`src/rtl/hpdcache_pkg.sv`:
```
// Shared cache-side definitions: burst arbiter state encoding and sizing helpers.
package hpdcache_pkg;

  typedef enum logic {
    ARB_IDLE   = 1'b0,
    ARB_LOCKED = 1'b1
  } hpdcache_burst_arb_st_e;

  // Requester index width; a single requester still gets a 1-bit id field.
  function automatic int unsigned arb_id_w(input int unsigned n);
    return (n > 32'd1) ? $clog2(n) : 32'd1;
  endfunction

endpackage

```
`src/rtl/hpdcache_burst_arb_chk.sv`:
```
// Protocol checker for the burst arbiter: grant exclusivity, lock integrity, output hold.
module hpdcache_burst_arb_chk #(
  parameter int unsigned N      = 4,
  parameter int unsigned DATA_W = 64,
  parameter int unsigned ID_W   = 2
) (
  input logic              clk_i,
  input logic              rst_ni,
  input logic [N-1:0]      req_ready,
  input logic [N-1:0]      owner_1hot,
  input logic              locked,
  input logic              out_valid,
  input logic              out_ready,
  input logic [DATA_W-1:0] out_data,
  input logic              out_last,
  input logic [ID_W-1:0]   out_id
);

  a_ready_onehot0 : assert property (@(posedge clk_i) disable iff (!rst_ni)
    $onehot0(req_ready));

  a_lock_owner_only : assert property (@(posedge clk_i) disable iff (!rst_ni)
    locked |-> ((req_ready & ~owner_1hot) == '0));

  a_out_hold : assert property (@(posedge clk_i) disable iff (!rst_ni)
    (out_valid && !out_ready) |=> (out_valid && $stable(out_data) && $stable(out_last)
                                   && $stable(out_id)));

endmodule

```
`src/rtl/hpdcache_prio_1hot_encoder.sv`:
```
// Fixed-priority pick: returns the lowest set bit of the request vector as a one-hot word.
module hpdcache_prio_1hot_encoder #(
  parameter int unsigned N = 4
) (
  input  logic [N-1:0] req,
  output logic [N-1:0] gnt
);

  logic found_s;

  // Scan upward from bit 0; the first asserted request wins.
  always_comb begin
    gnt     = '0;
    found_s = 1'b0;
    for (int k = 0; k < N; k++) begin
      gnt[k]  = req[k] & ~found_s;
      found_s = found_s | req[k];
    end
  end

endmodule

```
`src/rtl/hpdcache_burst_arb.sv`:
```
// N-to-1 valid/ready beat arbiter with atomic multi-beat bursts, burst-level round robin
// and a one-deep registered output stage.
module hpdcache_burst_arb
  import hpdcache_pkg::*;
#(
  parameter  int unsigned N         = 4,
  parameter  int unsigned DATA_W    = 64,
  parameter  int unsigned MAX_BEATS = 8,
  localparam int unsigned ID_W      = arb_id_w(N)
) (
  input  logic                clk_i,
  input  logic                rst_ni,
  input  logic [N-1:0]        req_valid_i,
  output logic [N-1:0]        req_ready_o,
  input  logic [N*DATA_W-1:0] req_data_i,
  input  logic [N-1:0]        req_last_i,
  output logic                out_valid_o,
  input  logic                out_ready_i,
  output logic [DATA_W-1:0]   out_data_o,
  output logic                out_last_o,
  output logic [ID_W-1:0]     out_id_o,
  output logic                err_burst_o
);

  localparam int unsigned       CNT_W       = $clog2(MAX_BEATS + 1);
  localparam logic [CNT_W-1:0]  CNT_TRUNC   = CNT_W'(MAX_BEATS - 1);
  localparam logic [ID_W-1:0]   ID_LAST     = ID_W'(N - 1);
  localparam logic              SINGLE_BEAT = (MAX_BEATS == 1) ? 1'b1 : 1'b0;

  hpdcache_burst_arb_st_e state_r, state_n_s;
  logic [ID_W-1:0]   owner_r, owner_n_s;
  logic [ID_W-1:0]   ptr_r, ptr_n_s;
  logic [CNT_W-1:0]  beat_cnt_r, beat_cnt_n_s;

  logic [N-1:0]      thermo_s, owner_1hot_s, masked_req_s;
  logic [N-1:0]      masked_gnt_s, raw_gnt_s, pick_s, gnt_s, ready_s;
  logic              can_load_s, xfer_s, last_in_s, burst_end_s, trunc_s;
  logic [ID_W-1:0]   gnt_idx_s;
  logic [DATA_W-1:0] data_mux_s;

  logic              out_valid_r, out_last_r, err_burst_r;
  logic [DATA_W-1:0] out_data_r;
  logic [ID_W-1:0]   out_id_r;

  function automatic logic [ID_W-1:0] next_ptr(input logic [ID_W-1:0] idx);
    return (idx == ID_LAST) ? '0 : idx + ID_W'(1);
  endfunction

  // Thermometer mask from the rotating pointer and the one-hot form of the lock owner.
  always_comb begin
    thermo_s     = '0;
    owner_1hot_s = '0;
    for (int k = 0; k < N; k++) begin
      thermo_s[k]     = (ID_W'(k) >= ptr_r);
      owner_1hot_s[k] = (owner_r == ID_W'(k));
    end
  end

  assign masked_req_s = req_valid_i & thermo_s;

  hpdcache_prio_1hot_encoder #(.N(N)) u_enc_masked (
    .req (masked_req_s),
    .gnt (masked_gnt_s)
  );

  hpdcache_prio_1hot_encoder #(.N(N)) u_enc_raw (
    .req (req_valid_i),
    .gnt (raw_gnt_s)
  );

  // Rotating pick: requesters at/after the pointer first, otherwise wrap to the lowest index.
  always_comb begin
    if (|masked_gnt_s) begin
      pick_s = masked_gnt_s;
    end else begin
      pick_s = raw_gnt_s;
    end
  end

  // Grant source depends on whether a burst currently holds the channel.
  always_comb begin
    case (state_r)
      ARB_IDLE:   gnt_s = pick_s;
      ARB_LOCKED: gnt_s = owner_1hot_s & req_valid_i;
      default:    gnt_s = '0;
    endcase
  end

  assign can_load_s  = ~out_valid_r | out_ready_i;
  assign ready_s     = gnt_s & {N{can_load_s & rst_ni}};
  assign req_ready_o = ready_s;
  assign xfer_s      = |ready_s;
  assign last_in_s   = |(gnt_s & req_last_i);

  // One-hot grant to index, and AND-OR payload mux.
  always_comb begin
    gnt_idx_s  = '0;
    data_mux_s = '0;
    for (int k = 0; k < N; k++) begin
      gnt_idx_s  = gnt_idx_s | (gnt_s[k] ? ID_W'(k) : ID_W'(0));
      data_mux_s = data_mux_s | (req_data_i[k*DATA_W +: DATA_W] & {DATA_W{gnt_s[k]}});
    end
  end

  // Next state: lock on a non-final first beat, release on last or on reaching MAX_BEATS.
  always_comb begin
    state_n_s    = state_r;
    owner_n_s    = owner_r;
    ptr_n_s      = ptr_r;
    beat_cnt_n_s = beat_cnt_r;
    burst_end_s  = 1'b0;
    trunc_s      = 1'b0;
    case (state_r)
      ARB_IDLE: begin
        if (xfer_s) begin
          if (last_in_s || SINGLE_BEAT) begin
            burst_end_s = 1'b1;
            trunc_s     = ~last_in_s;
            ptr_n_s     = next_ptr(gnt_idx_s);
          end else begin
            owner_n_s    = gnt_idx_s;
            beat_cnt_n_s = CNT_W'(1);
            state_n_s    = ARB_LOCKED;
          end
        end else begin
          state_n_s = ARB_IDLE;
        end
      end
      ARB_LOCKED: begin
        if (xfer_s) begin
          if (last_in_s || (beat_cnt_r == CNT_TRUNC)) begin
            burst_end_s  = 1'b1;
            trunc_s      = ~last_in_s;
            beat_cnt_n_s = '0;
            ptr_n_s      = next_ptr(owner_r);
            state_n_s    = ARB_IDLE;
          end else begin
            beat_cnt_n_s = beat_cnt_r + CNT_W'(1);
          end
        end else begin
          state_n_s = ARB_LOCKED;
        end
      end
      default: begin
        state_n_s    = ARB_IDLE;
        beat_cnt_n_s = '0;
      end
    endcase
  end

  // Arbitration state register; reset drops any lock in progress.
  always_ff @(posedge clk_i or negedge rst_ni) begin
    if (!rst_ni) begin
      state_r    <= ARB_IDLE;
      owner_r    <= '0;
      ptr_r      <= '0;
      beat_cnt_r <= '0;
    end else begin
      state_r    <= state_n_s;
      owner_r    <= owner_n_s;
      ptr_r      <= ptr_n_s;
      beat_cnt_r <= beat_cnt_n_s;
    end
  end

  // Output beat register: loads when empty or draining, otherwise holds.
  always_ff @(posedge clk_i or negedge rst_ni) begin
    if (!rst_ni) begin
      out_valid_r <= 1'b0;
      out_data_r  <= '0;
      out_last_r  <= 1'b0;
      out_id_r    <= '0;
      err_burst_r <= 1'b0;
    end else begin
      err_burst_r <= trunc_s;
      if (can_load_s) begin
        out_valid_r <= xfer_s;
        if (xfer_s) begin
          out_data_r <= data_mux_s;
          out_last_r <= burst_end_s;
          out_id_r   <= gnt_idx_s;
        end
      end
    end
  end

  assign out_valid_o = out_valid_r;
  assign out_data_o  = out_data_r;
  assign out_last_o  = out_last_r;
  assign out_id_o    = out_id_r;
  assign err_burst_o = err_burst_r;

  hpdcache_burst_arb_chk #(.N(N), .DATA_W(DATA_W), .ID_W(ID_W)) u_chk (
    .clk_i      (clk_i),
    .rst_ni     (rst_ni),
    .req_ready  (ready_s),
    .owner_1hot (owner_1hot_s),
    .locked     (state_r == ARB_LOCKED),
    .out_valid  (out_valid_r),
    .out_ready  (out_ready_i),
    .out_data   (out_data_r),
    .out_last   (out_last_r),
    .out_id     (out_id_r)
  );

endmodule
```
`config.mk`:
```
export PLATFORM = sky130hd
export DESIGN_NAME = hpdcache_burst_arb
export DESIGN_NICKNAME = d
export VERILOG_FILES = /design/src/rtl/hpdcache_pkg.sv /design/src/rtl/hpdcache_burst_arb_chk.sv /design/src/rtl/hpdcache_prio_1hot_encoder.sv /design/src/rtl/hpdcache_burst_arb.sv
export SDC_FILE = /design/constraint.sdc
export NUM_CORES = 1
export LEC_CHECK = 0
export ABC_AREA = 1
export CORE_AREA = 2 2 133 135
export DETAILED_ROUTE_END_ITERATION = 10
export DIE_AREA = 0 0 135 137
export PLACE_DENSITY = 0.7
export SLEW_MARGIN = 30
export SYNTH_ARGS = -nofsm -noshare
export SYNTH_HDL_FRONTEND = slang
export SYNTH_SLANG_ARGS = --single-unit
```
`constraint.sdc`:
```
create_clock -name clk_i -period 2.57 [get_ports clk_i]
set_input_delay 0.257 -clock clk_i [delete_from_list [all_inputs] [get_ports clk_i]]
set_output_delay 0.257 -clock clk_i [all_outputs]
set_load 0.03 [all_outputs]
```
==> summary.md <==
| Metric | Value |
|---|---|
| Status | `finished, violations left` |
| Failing checks | `negative hold slack` |
| Core footprint | `17100 um^2` |
| Post-Syn Nets | `971` |
| Measured slew at the worst slew-check pin | `0.563 ns` |
| Row cnt | `48` |
| Final Max Slew Viols | `0` |
| Clk sinks | `78` |
| Post-route setup TNS | `0 ns` |
| Critical path required time | `2.31 ns` |
| DR pass1 iterations | `6` |
| Largest stage delay, worst path | `0.59 ns` |
| Die Wd | `135 um` |
| Hold Buf Count CTS | `0` |
| Crit Path Max Fanout | `5` |
| Final Non-Filler Cells | `1253` |
| Vias in the first global route | `5818` |
| Placed instance count | `1237` |
| IO Pins | `340` |
| Cells along the critical path | `ha_1, or2_2, nand4_1, inv_1, clkdlybuf4s50_1` |
| Power density over cell area | `1010 nW/um^2` |
| H-Tree Depth | `3` |
| Post-route ant nets | `0` |
| CTS root buf | `clkbuf_16` |
| Initial antenna violation count | `0` |
| Routed vias/inst | `4.81` |
| Critical Path AT | `2.13 ns` |
| Post-Syn Instances | `699` |
| Layout area overhead | `80.7%` |
| Die height | `137 um` |
| Tmin final | `2.39 ns` |
| CTS Buf Count | `9` |
| Final worst-path cycle share | `92.8%` |
| Gr ovfl total | `0` |
| N_diodes | `0` |
| Initial cell density of the core | `28.7%` |
| Min-delay worst type | `in -> async` |
| R2R Setup Slk | `0.36 ns` |
| Synth unique cells | `30` |
| Worst Setup SP | `owner_r[0]` |
| GRT Total Usage | `20.7%` |
| RSZ-0062 raised after global routing | `false` |
| Startpoint types | `flop` |
| Routed vias | `6031` |
| Synth warn | `0` |
| Reg2reg end | `beat_cnt_r[1]` |
| Worst Reg-to-Reg Cells | `10` |
| Avg Cell Area, Syn | `7.00 um^2` |
| Post-Route WL | `19900 um` |
| Die area | `18500 um^2` |
| Crit end category | `primary output` |
| Pleak | `3.80 nW` |
| Worst-path clk slew | `0.06 ns` |
| CP endpoint | `req_ready_o[3]` |
| Util after Layout | `51.8%` |
| Hpwl dp | `15300 um` |
| I/O Buffers | `339` |
| Reg2reg start | `owner_r[0]` |
| Fin. Hold Viols | `8` |
| Max IR drop VDD | `430 uV` |
| Layout fillers | `1662` |
| CTS tree | `done` |
| Layout Nets | `1295` |
| First-pass GRT wire length | `29800 um` |
| Slew Limit Headroom | `62.5%` |
| DRC errors left | `0` |
| DRT iter0 DRCs | `388` |
| Slowest cell on the critical path | `clkdlybuf4s50_1` |
| Number of synthesized register bits | `78` |
| Max cap viols | `0` |
| Final Skew | `0.00651 ns` |
| Final-report setup violation count | `0` |
| Post-Syn Area | `4890 um^2` |
| Pin count of the biggest net entering global routing | `65` |
| Drt wl/cell | `15.9 um` |
| Layout cells sized above 1 | `5.93%` |
| Sequential-to-total area share from yosys stat | `39.9%` |
| Routability cong. | `0.845` |
| Register area | `1950 um^2` |
| Area of the multi-input gates | `2580 um^2` |
| F_max | `419 MHz` |
| Hold_ws | `-0.0117 ns` |
| Critical path class | `reg -> out` |
| Worst-skew pair later-pin latency | `0.33 ns` |
| Clock tree buffer depth | `2` |
[cell type report]
class                   count  area share, %
well taps                 225           3.19
clock buffers              10           2.71
flip-flops and latches     78           22.1
clock inverters             6          0.963
inverters                  19          0.807
repair buffers            362           41.0
multi-input cells         553           29.2
[cells in the mapped netlist]
master | instances | area share (%)
nand3b_1 | 1 | 0.15
or2_2 | 2 | 0.26
a31oi_1 | 1 | 0.13
o21bai_1 | 1 | 0.15
inv_2 | 4 | 0.31
buf_4 | 1 | 0.15
nor2_2 | 1 | 0.13
o22ai_1 | 1 | 0.13
nor2_1 | 11 | 0.84
a21boi_0 | 1 | 0.15
o21ai_0 | 2 | 0.20
nand3_1 | 142 | 15
xor2_1 | 1 | 0.18
inv_1 | 15 | 1.2
nand4_2 | 1 | 0.26
nand3_2 | 4 | 0.82
nand4_1 | 7 | 0.90
xnor2_1 | 1 | 0.18
buf_2 | 35 | 3.6
ha_1 | 5 | 1.3
nand2_2 | 2 | 0.26
o21ai_2 | 1 | 0.18
nor2_4 | 1 | 0.23
dfrtp_1 | 78 | 40
clkbuf_2 | 5 | 0.51
buf_6 | 8 | 1.8
o21a_1 | 1 | 0.15
o21ai_1 | 65 | 6.7
a21oi_1 | 65 | 6.7
nand2_1 | 236 | 18
[state kept, by name, summed over array words and instances, names as in the netlist]
register,count
out_data_o,64
beat_cnt_r,4
out_id_o,2
owner_r,2
ptr_r,2
err_burst_o,1
out_last_o,1
out_valid_o,1
state_r,1
[through the flow]
stage               instance area [um^2]  total power [mW]  hold WS [ns]  worst slack, ns
global placement                    8510              7.53         0.373            0.227
global route                        8830              9.60        0.0326            0.115
floorplan                           4890              5.40       -0.0386            0.777
CTS                                 8830              9.04       0.00222            0.114
detailed placement                  8510              7.62         0.371            0.169
finish                              8830              8.92       -0.0117            0.184
[per-layer routing]
metal  vias to the layer above  GRT usage, %  wire [um]
met5                         -             0          0
met2                       269          36.8       9820
met3                        46          5.81       1760
met4                         0          8.45        641
met1                      2723          23.5       7710
li1                       2993             -          -
[cell families (layout without fill, tap and decap cells)]
group	Yosys count	count (layout)	share of synthesized area, %
AO/OA/AOI/OAI	138	138	14.4
XOR/XNOR	2	2	0.358
adder cells (fa/ha/maj)	5	5	1.28
buffers and inverters	68	397	7.55
flip-flops	78	78	39.9
AND/OR/NAND/NOR	408	408	36.5
[layout by cell type, fill, tap and decap left out, types with 5 or more instances in the layout]
cell and instances:
ha_1 5, nand4_1 7, buf_12 5, clkdlybuf4s50_1 335, nor2_1 10, buf_4 21
dfrtp_1 78, o21ai_1 65, nand3_1 142, nand2_1 234, clkbuf_16 9, inv_1 15
a21oi_1 65
[worst min-delay path by stage]
stage            from             end  slack (ns)
2_1_floorplan  rst_ni   beat_cnt_r[0]       -0.04
6_report       rst_ni      owner_r[1]       -0.01
3_3_place_gp   rst_ni      owner_r[1]        0.37
3_5_place_dp   rst_ni  out_data_o[16]        0.37
4_1_cts        rst_ni  out_data_o[16]       0.002
5_1_grt        rst_ni      owner_r[1]        0.03
[critical path: cells and delay by family (launching register included)]
family                     cells  cell delay [ns]
adders and majority gates      1             0.22
DFF                            1             0.43
buffers and inverters          2             0.64
and+or+nand+nor                2             0.50
[what timing repair did]
action / 4_1_cts / 5_1_grt
setup endpoints to repair: 0 / 1
setup buffers: 0 / 0
resized for setup: 0 / 1
[report_power, final]
group / internal, mW / switching (mW) / total (mW)
combinational: 2.24 / 3.28 / 5.52
clock: 0.873 / 0.500 / 1.37
sequential: 1.74 / 0.292 / 2.03
Note: power is estimated with default switching activity, not from simulation.
